--- src/rtl/lfsr_rng_arbiter.sv ---
// lfsr_rng_arbiter: one 8-bit Fibonacci LFSR shared by two requesters.
// Each served request advances the register STEPS times. The resulting byte
// is returned on rnd with a one-cycle ack to the owner of the operation.
// Simultaneous requests are arbitrated round-robin.
module lfsr_rng_arbiter #(
  parameter int unsigned STEPS    = 8,
  parameter logic [7:0]  SEED_RST = 8'h01
) (
  input  logic       clk,
  input  logic       rst,
  input  logic       seed_we,
  input  logic [7:0] seed,
  input  logic       req0,
  input  logic       req1,
  output logic       ack0,
  output logic       ack1,
  output logic [7:0] rnd,
  output logic       busy,
  output logic       owner
);

  typedef enum logic [1:0] {
    ST_IDLE  = 2'd0,
    ST_SHIFT = 2'd1,
    ST_ACK   = 2'd2
  } state_t;

  // cnt counts completed steps; the step that reaches STEPS is taken when cnt == STEPS-1
  localparam logic [7:0] LAST_CNT = 8'(STEPS - 1);

  // One Fibonacci step: feedback from taps 4,3,2,0 enters at the MSB
  function automatic logic [7:0] lfsr_step(input logic [7:0] v);
    return {v[4] ^ v[3] ^ v[2] ^ v[0], v[7:1]};
  endfunction

  // A zero seed would lock the register up, so it is replaced by 8'h01
  function automatic logic [7:0] seed_guard(input logic [7:0] s);
    return (s == 8'h00) ? 8'h01 : s;
  endfunction

  state_t     state_q, state_d;
  logic [7:0] cnt_q,   cnt_d;
  logic [7:0] lfsr_q,  lfsr_d;
  logic [7:0] rnd_q,   rnd_d;
  logic       ack0_q,  ack0_d;
  logic       ack1_q,  ack1_d;
  logic       busy_q,  busy_d;
  logic       owner_q, owner_d;
  // last_q: requester served most recently; the other one wins a tie
  logic       last_q,  last_d;

  // Next-state logic: seed load overrides the FSM, otherwise arbitrate / shift / acknowledge
  always_comb begin
    state_d = state_q;
    cnt_d   = cnt_q;
    lfsr_d  = lfsr_q;
    rnd_d   = rnd_q;
    ack0_d  = 1'b0;
    ack1_d  = 1'b0;
    owner_d = owner_q;
    last_d  = last_q;

    if (seed_we) begin
      lfsr_d  = seed_guard(seed);
      state_d = ST_IDLE;
      cnt_d   = 8'd0;
      // A byte already delivered in the ACK cycle still counts as served
      if (state_q == ST_ACK) begin
        last_d = owner_q;
      end else begin
        last_d = last_q;
      end
    end else begin
      case (state_q)
        ST_IDLE: begin
          if (req0 || req1) begin
            state_d = ST_SHIFT;
            cnt_d   = 8'd0;
            if (req0 && req1) begin
              owner_d = ~last_q;
            end else begin
              owner_d = req1;
            end
          end else begin
            state_d = ST_IDLE;
          end
        end
        ST_SHIFT: begin
          lfsr_d = lfsr_step(lfsr_q);
          cnt_d  = 8'(cnt_q + 8'd1);
          if (cnt_q == LAST_CNT) begin
            state_d = ST_ACK;
            rnd_d   = lfsr_step(lfsr_q);
            ack0_d  = ~owner_q;
            ack1_d  = owner_q;
          end else begin
            state_d = ST_SHIFT;
          end
        end
        ST_ACK: begin
          state_d = ST_IDLE;
          cnt_d   = 8'd0;
          last_d  = owner_q;
        end
        default: begin
          state_d = ST_IDLE;
          cnt_d   = 8'd0;
        end
      endcase
    end

    busy_d = (state_d != ST_IDLE);
  end

  // State and output registers with synchronous reset
  always_ff @(posedge clk) begin
    if (rst) begin
      state_q <= ST_IDLE;
      cnt_q   <= 8'd0;
      lfsr_q  <= SEED_RST;
      rnd_q   <= 8'h00;
      ack0_q  <= 1'b0;
      ack1_q  <= 1'b0;
      busy_q  <= 1'b0;
      owner_q <= 1'b0;
      last_q  <= 1'b1;
    end else begin
      state_q <= state_d;
      cnt_q   <= cnt_d;
      lfsr_q  <= lfsr_d;
      rnd_q   <= rnd_d;
      ack0_q  <= ack0_d;
      ack1_q  <= ack1_d;
      busy_q  <= busy_d;
      owner_q <= owner_d;
      last_q  <= last_d;
    end
  end

  assign ack0  = ack0_q;
  assign ack1  = ack1_q;
  assign rnd   = rnd_q;
  assign busy  = busy_q;
  assign owner = owner_q;

endmodule

--- config.mk ---
export PLATFORM = sky130hd
export DESIGN_NAME = lfsr_rng_arbiter
export DESIGN_NICKNAME = d
export VERILOG_FILES = /design/src/rtl/lfsr_rng_arbiter.sv
export SDC_FILE = /design/constraint.sdc
export NUM_CORES = 1
export LEC_CHECK = 0
export BUFFER_PORTS_ARGS = -buffer_cell sky130_fd_sc_hd__buf_4
export CORE_ASPECT_RATIO = 1.25
export CORE_MARGIN = 8
export CORE_UTILIZATION = 40
export DETAILED_ROUTE_END_ITERATION = 10
export PLACE_DENSITY = 0.61
export SYNTH_ARGS = -nofsm -noshare
export SYNTH_HDL_FRONTEND = slang
export SYNTH_SLANG_ARGS = --single-unit
--- constraint.sdc ---
create_clock -name clk -period 2.3 [get_ports clk]
set_input_delay 0.69 -clock clk [delete_from_list [all_inputs] [get_ports clk]]
set_output_delay 0.69 -clock clk [all_outputs]
set_load 0.01 [all_outputs]
After elaboration in Yosys (flattened, before gate mapping):

Index checks and enable logic that the tools add are counted.

* flip-flop bits (word level): 31
* bits in latches: 0
* bits in writable memories: 0
* memory bits (read-only): 0
* input port bits: 13
* output and inout bits: 12
* word-level logic and storage cells: 42
* memories: 0

* add/subtract/negate cells: 1
* multiply operators: 0
* div/mod/pow operators: 0
* magnitude comparators: 0
* equal/unequal tests: 4
* shifts and indexed selects: 0
* multiplexer cells: 10
* bitwise gates (word level): 8
* reduce and logical (&&, ||, !) cells: 10

Operators by type and width (number)
* $mux 8: 4
* $pmux 8 s2: 1
* $add 8x1->8 const B: 1
* $eq 8x3->1 const B: 1
* $logic_not 8->1: 1
* $reduce_and 3->1: 2
* $not 1->1: 5
* $mux 2: 2
* $pmux 2 s2: 1
* $reduce_bool 2->1: 2
* $reduce_or 4->1: 1
* $xor 1x1->1: 3
* $eq 2x1->1 const B: 1
* $eq 2x2->1 const B: 1
* $logic_not 2->1: 1
* $mux 1: 2
* $ne 2x2->1 const B: 1
* $reduce_or 2->1: 1
* $logic_and 1x1->1: 1
* $logic_or 1x1->1: 1

Longest topological paths before layout:

Gate-level depths: netlist (run 1).

* depth after elaboration: 5
* mapped depth: 6
* gate-level depth less buffers: 4

Worst setup path after synthesis (run 1):

OpenSTA, ideal clock, no wires.

* kind: input-to-reg
* from: input port seed_we
* to: register rnd_q[0], in the netlist rnd[0]
* setup time: 0.072 ns
* arrival time: 1.742 ns
* data required time: 2.228 ns
* slack: 0.486 ns
* stages: 3
* buffers on the path: 0
* cells stage by stage: or3b_1 nor3_4 mux2i_1

* longest elaborated chain between the ends: 2

Ends and longest elaborated chain
* from (decl): line 11 `input logic seed_we,`
* $not 1->1 (no source line)
* $reduce_and 3->1 (no source line)
* to (signal assigned): line 131 `rnd_q <= rnd_d;`
* to (decl): line 44 `logic [7:0] rnd_q, rnd_d;`

No other way between the ends.
A chain may end at the register's enable or synchronous reset.

Worst setup path in the final report (run 1):

* from: register cnt_q[0]
* to: register rnd_q[2], in the netlist rnd[2]

* longest elaborated chain between the ends: 2

Ends and longest elaborated chain
* from (decl): line 42 `logic [7:0] cnt_q, cnt_d;`
* from (signal assigned): line 129 `cnt_q <= cnt_d;`
* $eq 8x3->1: line 91 `if (cnt_q == LAST_CNT) begin`
* $reduce_and 3->1 (no source line)

No other way between the ends.

==> impl_metrics.tcl, run 1 <==
set metrics [dict create \
    outcome "finished, final reports clean" \
    cts_tree "done" \
    sequentialPowerShare 0.471 \
    io_buffers 24 \
    grt_pass1_wl_um 5740 \
    p_sw_uw 283.6 \
    drtIter0Drc 62 \
    die_h_um 82.03 \
    clkPwrFrac 0.444 \
    critPathKind "reg2reg" \
    root_buffer "clkbuf_8" \
    finClkSkew_ns 0.009153 \
    dp_hpwl_um 2482 \
    floorplan.die_area_mm2 0.005645 \
    synth_warnings 0 \
    grt-busiest-layer "met2" \
    io_pins 25 \
    synthTopCellsByArea "dfxtp_1 44%, nand2_1 9.7%, mux2i_1 5.7%, a311oi_1 5.7%, nor2_1 2.4%" \
    diodes 0 \
    hold_path.class "reg2reg" \
    num_vias 1278 \
    synth_flop_cell "dfxtp_1" \
    grt_max_degree 16 \
    dpl_cell_area_mm2 0.001614 \
    design_area_mm2 0.001727 \
    cp-end-kind "flop" \
    powerDensity_mw_per_mm2 696.6 \
    hold_violations 0 \
    max-vdd-ir-drop_v 0.0005369 \
    rrSetupSlack_ns 0.36 \
    synth_edf_count 0 \
    worst_pin_slew_ns 0.6484 \
    detail-route-antenna-nets 0 \
    grt_util_all_layers 0.1318 \
    synth_area_leader_cell "dfxtp_1" \
    die_x_um 68.82 \
    path_clk_slew_ns 0.07 \
    cp-start-kind "flop" \
    clk_latency_ns 0.29 \
    vias_per_cell 5.581 \
    p_sw_frac 0.2357 \
    max_freq_ghz 0.5151 \
    rsz0062_at_grt "false" \
    core_mm2 0.003423 \
    critPathMaxFanout 8 \
    cts.repair.resized 0 \
    postCtsSetupBuffers 0 \
    report.final.setup_viol 0 \
    grt_pass1_vias 1272 \
    postSynthCellCount 163 \
    cellLeakagePower_nw 0.6242 \
    fp-row-count 24 \
    use_met2 0.2283 \
    ys_types 38 \
    initial_core_util 0.4075 \
    maxSlewViolCount 0 \
    antenna_found_initial 0 \
    clk_path_buf_depth 2 \
    relSlewSlack 0.5669 \
    synth_top_cell_area_share 0.4448 \
    post-route-drc-count 0 \
    max_cap_violations 0 \
    ys_seq_area_frac 0.4448 \
    wl_um 3317 \
    cts_buffers 5 \
    cts_hold_buf 0 \
    drtPass1Iterations 4 \
    grtUsageMet1 0.1407 \
    grt_use_met3 0.04638 \
    wl_per_cell_um 14.48 \
    synth_area_mm2 0.001395 \
    comb_power_share 0.085 \
    period_share 0.8441 \
    h-tree-depth 2 \
    ys_seq_elements 31 \
    clkSinkCount 31 \
    period_minus_slack_ns 1.941 \
    avgSynthCellArea_um2 8.559 \
    critPathRequiredTime_ns 2.51 \
    nets 203 \
    overflow 0 \
    async_flop_share 0 \
    syn2layout_area_growth_pct 23.77 \
    place.gp.congestion 0.8107 \
    syn_nets 177 \
    drive_gt1_frac 0.2053 \
    fin_setup_tns_ns 0 \
    arrival_ns 2.15 \
    internal-power_uw 919.3 \
]
-- synth_stat cells (2+ instances only) --
master,n
clkbuf_1,6
nand4_1,2
a211oi_1,3
nor3b_1,2
dfxtp_1,31
nand2b_1,2
a21oi_1,5
o211ai_1,2
nor3_1,4
nand2_1,36
nor2_1,9
or4_1,2
or3_1,2
buf_2,2
nand3_1,5
xnor2_1,3
mux2i_1,8
nor4_1,2
a31oi_1,2
o21ai_0,6
a311oi_1,9
inv_1,4
-- cell usage in the layout (no fill, tap or decap), types with 2 or more instances in the layout --
| master | Yosys | final |
|---|---|---|
| dfxtp_1 | 31 | 31 |
| o211ai_1 | 2 | 2 |
| or3_1 | 2 | 2 |
| nor3_1 | 4 | 4 |
| a21oi_1 | 5 | 5 |
| mux2i_1 | 8 | 8 |
| a31oi_1 | 2 | 2 |
| or4_1 | 2 | 2 |
| xnor2_1 | 3 | 3 |
| a211oi_1 | 3 | 3 |
| a311oi_1 | 9 | 9 |
| clkbuf_8 | 0 | 5 |
| nand2_1 | 36 | 36 |
| buf_4 | 0 | 27 |
| nand4_1 | 2 | 2 |
| nor2_1 | 9 | 9 |
| nand2b_1 | 2 | 2 |
| nor3b_1 | 2 | 2 |
| o21ai_0 | 6 | 6 |
| inv_1 | 4 | 4 |
| nor4_1 | 2 | 2 |
| nand3_1 | 5 | 5 |
-- stage by stage --
stage / hold slack (ns) / utilization / power [mW] / setup WS (ns) / std cells
after floorplan: 0.4470 / - / 0.6372 / 0.4864 / 163
after global placement: 0.4369 / 0.4715 / 0.6797 / 0.2831 / 221
after detailed placement: 0.4464 / 0.4715 / 0.6823 / 0.2246 / 221
after CTS: 0.4560 / 0.5044 / 1.214 / 0.3396 / 229
after global routing: 0.4750 / 0.5044 / 1.258 / 0.2649 / 229
final: 0.4520 / 0.5044 / 1.203 / 0.3586 / 229
-- registers in the layout, indices dropped and copies added, names as in the netlist --
| signal | cells |
|---|---|
| ack0 | 1 |
| state_q | 2 |
| cnt_q | 8 |
| lfsr_q | 8 |
| last_q | 1 |
| owner | 1 |
| rnd | 8 |
| ack1 | 1 |
| busy | 1 |
-- area by class of cell --
cell class,instances,area [um2]
multi-input combinational,119,723.2
fill,350,1697
clock inverter,3,43.79
clock buffer,5,68.82
sequential,31,620.6
tap,39,48.80
inverter,5,18.77
timing repair buffer,27,202.7
-- worst max-delay path, cell delays in order (launching register included) --
cell     delay, ns
dfxtp_1       0.38
ha_1          0.26
or4bb_4       0.60
nor3_4        0.40
mux2i_1       0.24
-- power groups by stage --
stage | registers, mW | clock network (mW) | logic [mW]
after detailed placement | 0.579 | 0 | 0.104
after global placement | 0.578 | 0 | 0.102
final | 0.566 | 0.534 | 0.103
after global routing | 0.568 | 0.575 | 0.115
after floorplan | 0.575 | 0 | 0.0624
after CTS | 0.566 | 0.543 | 0.104
-- metal layers --
metal / vias to the layer above / part of all wire / wire [um]
met5: - / 0 / 0
met4: 0 / 0.014 / 48
met3: 6 / 0.039 / 128
met2: 15 / 0.53 / 1744
met1: 618 / 0.42 / 1396
li1: 639 / - / -
-- path summary, 6_finish.rpt --
kind	startpoint	to	cells after the start
min	owner$_SDFFE_PP0P_	ack0$_SDFF_PP0_	1
max	cnt_q[0]$_SDFFE_PP0P_	rnd[2]$_SDFFE_PP0P_	4
max reg2reg	cnt_q[0]$_SDFFE_PP0P_	rnd[2]$_SDFFE_PP0P_	4
min reg2reg	owner$_SDFFE_PP0P_	ack0$_SDFF_PP0_	1
-- logic make-up after synthesis --
group / share of synthesized area
flops: 0.4448
xor+xnor: 0.01884
buf+inv: 0.03676
compound gates: 0.1686
simple gates: 0.2646
fa+ha+maj: 0.008967
mux: 0.05740
Power figures use the tool's default switching activity.
==> run 2, diff against run 1 <==
--- a/config.mk
+++ b/config.mk
@@ -10,7 +10,7 @@
 export CORE_MARGIN = 8
 export CORE_UTILIZATION = 40
 export DETAILED_ROUTE_END_ITERATION = 10
-export PLACE_DENSITY = 0.61
+export PLACE_DENSITY = 0.64
 export SYNTH_ARGS = -nofsm -noshare
 export SYNTH_HDL_FRONTEND = slang
 export SYNTH_SLANG_ARGS = --single-unit
==> constraint.sdc (replaced) <==
create_clock -name clk -period 1.7 [get_ports clk]
set_input_delay 0.51 -clock clk [delete_from_list [all_inputs] [get_ports clk]]
set_output_delay 0.51 -clock clk [all_outputs]
set_load 0.01 [all_outputs]
==> run 2 against run 1 <==
Clock-buffer cell count is 1 higher. Final cell count is 3.1% higher. Critical endpoint is now rnd[7]$_SDFFE_PP0P_. Non-clock buffer count is 8 higher. Register-to-register slack worse by 0.28 ns. First-iteration DRC count is 40% lower. Routed wire length is 3.1% higher. Die area stayed put. Largest cell class unchanged. Combinational power is 50% higher.
==> impl_metrics.tcl, run 2 (synthesis results as in run 1) <==
set metrics [dict create \
    outcome "finished, final reports clean" \
    rr_worst_depth 4 \
    io_buffers 24 \
    cts.repair.resized 0 \
    hold_violations 0 \
    drtPass1Iterations 4 \
    io_pins 25 \
    detail-route-antenna-nets 0 \
    arrival_ns 1.82 \
    die_x_um 68.82 \
    p_sw_frac 0.2392 \
    instances_no_fill 236 \
    max_cap_violations 0 \
    clkPwrFrac 0.385 \
    critPathRequiredTime_ns 1.89 \
    maxSlewViolCount 0 \
    critPathMaxFanout 4 \
    crit_chain "ha_2, or4bb_4, o31a_2, a211oi_1" \
    worst_pin_slew_ns 0.3016 \
    max_freq_ghz 0.6154 \
    post-place-ws_ns -0.02601 \
    cts_tree "done" \
    num_vias 1276 \
    initial_core_util 0.4075 \
    grt_max_degree 17 \
    postCtsSetupBuffers 0 \
    powerDensity_mw_per_mm2 837.9 \
    fin_setup_tns_ns 0 \
    syn2layout_area_growth_pct 27.53 \
    drtIter0Drc 37 \
    path_clk_slew_ns 0.06 \
    final_cell_mix "36 x nand2_1, 34 x buf_4, 29 x dfxtp_1" \
    cts_hold_buf 0 \
    clk_path_buf_depth 2 \
    period_share 0.9559 \
    critPathKind "reg2reg" \
    fin_util 0.5197 \
    post-route-drc-count 0 \
    rsz0062_at_grt "false" \
    final_common_cell "nand2_1" \
    vias_per_cell 5.407 \
    die_h_um 82.03 \
    design_area_mm2 0.001779 \
    nets 211 \
    root_buffer "clkbuf_8" \
    dpl_cell_area_mm2 0.001692 \
    diodes 0 \
    comb_power_share 0.103 \
    place.gp.congestion 0.8482 \
    overflow 0 \
    h-tree-depth 2 \
    clk_latency_ns 0.28 \
    hold_path.class "reg2reg" \
    internal-power_mw 1.134 \
    cp-start-kind "flop" \
    max-vdd-ir-drop_v 0.0005006 \
    drive_gt1_frac 0.2487 \
    cellLeakagePower_nw 0.6538 \
    clkSinkCount 31 \
    hold_path_depth 1 \
    finClkSkew_ns 0.005896 \
    wl_um 3421 \
    hold_ws_ns 0.4489 \
    grt_pass1_wl_um 5754 \
    dp.cells 229 \
    floorplan.die_area_mm2 0.005645 \
    antenna_found_initial 0 \
    wl_per_cell_um 14.50 \
    p_sw_uw 356.7 \
    relSlewSlack 0.7968 \
    core_mm2 0.003423 \
    grt_pass1_vias 1293 \
    sequentialPowerShare 0.512 \
    fp-row-count 24 \
    period_minus_slack_ns 1.625 \
    dp_hpwl_um 2579 \
    total_power_mw 1.491 \
    fin_ws_ns 0.07492 \
    report.final.setup_viol 0 \
    slowest_delay_ns 0.50 \
    slowest_stage "or4bb_4" \
    cts_buffers 5 \
    grt_util_all_layers 0.1347 \
    cp-end-kind "flop" \
]
## run 2: final cells by class
cell class | count | area (um2)
clock inverters | 1 | 5.005
well taps | 39 | 48.80
inverters | 5 | 18.77
flip-flops and latches | 31 | 623.1
clock buffers | 6 | 82.58
multi-input cells | 119 | 725.7
fillers | 342 | 1644
repair buffers | 35 | 275.3
## run 2: final timing paths
check / startpoint / to / slack (ns)
worst max-delay path: cnt_q[0]$_SDFFE_PP0P_ / rnd[7]$_SDFFE_PP0P_ / 0.07
worst min-delay path: owner$_SDFFE_PP0P_ / ack0$_SDFF_PP0_ / 0.45
worst max register to register: cnt_q[0]$_SDFFE_PP0P_ / rnd[7]$_SDFFE_PP0P_ / 0.07
worst min register to register: owner$_SDFFE_PP0P_ / ack0$_SDFF_PP0_ / 0.45
## run 2: per-layer routing
layer  GRT usage  vias up  share of wire
li1            -      655              -
met1      0.1396      589           0.41
met2      0.2255       22           0.52
met3     0.04229       10          0.045
met4     0.09054        0          0.028
met5           0        -              0
## run 2: worst max-delay path, delay by kind of cell (launching register included)
family | cells | cell delay, ns
AO/OA/AOI/OAI | 2 | 0.51
adder cells (fa/ha/maj) | 1 | 0.17
flip-flops | 1 | 0.36
AND/OR/NAND/NOR | 1 | 0.50
## run 2: power groups by stage
stage | registers (mW) | clock network (mW) | logic (mW)
2_1_floorplan | 0.778 | 0 | 0.0844
3_3_place_gp | 0.779 | 0 | 0.150
3_5_place_dp | 0.780 | 0 | 0.155
4_1_cts | 0.764 | 0.595 | 0.155
5_1_grt | 0.766 | 0.616 | 0.174
6_report | 0.763 | 0.574 | 0.154
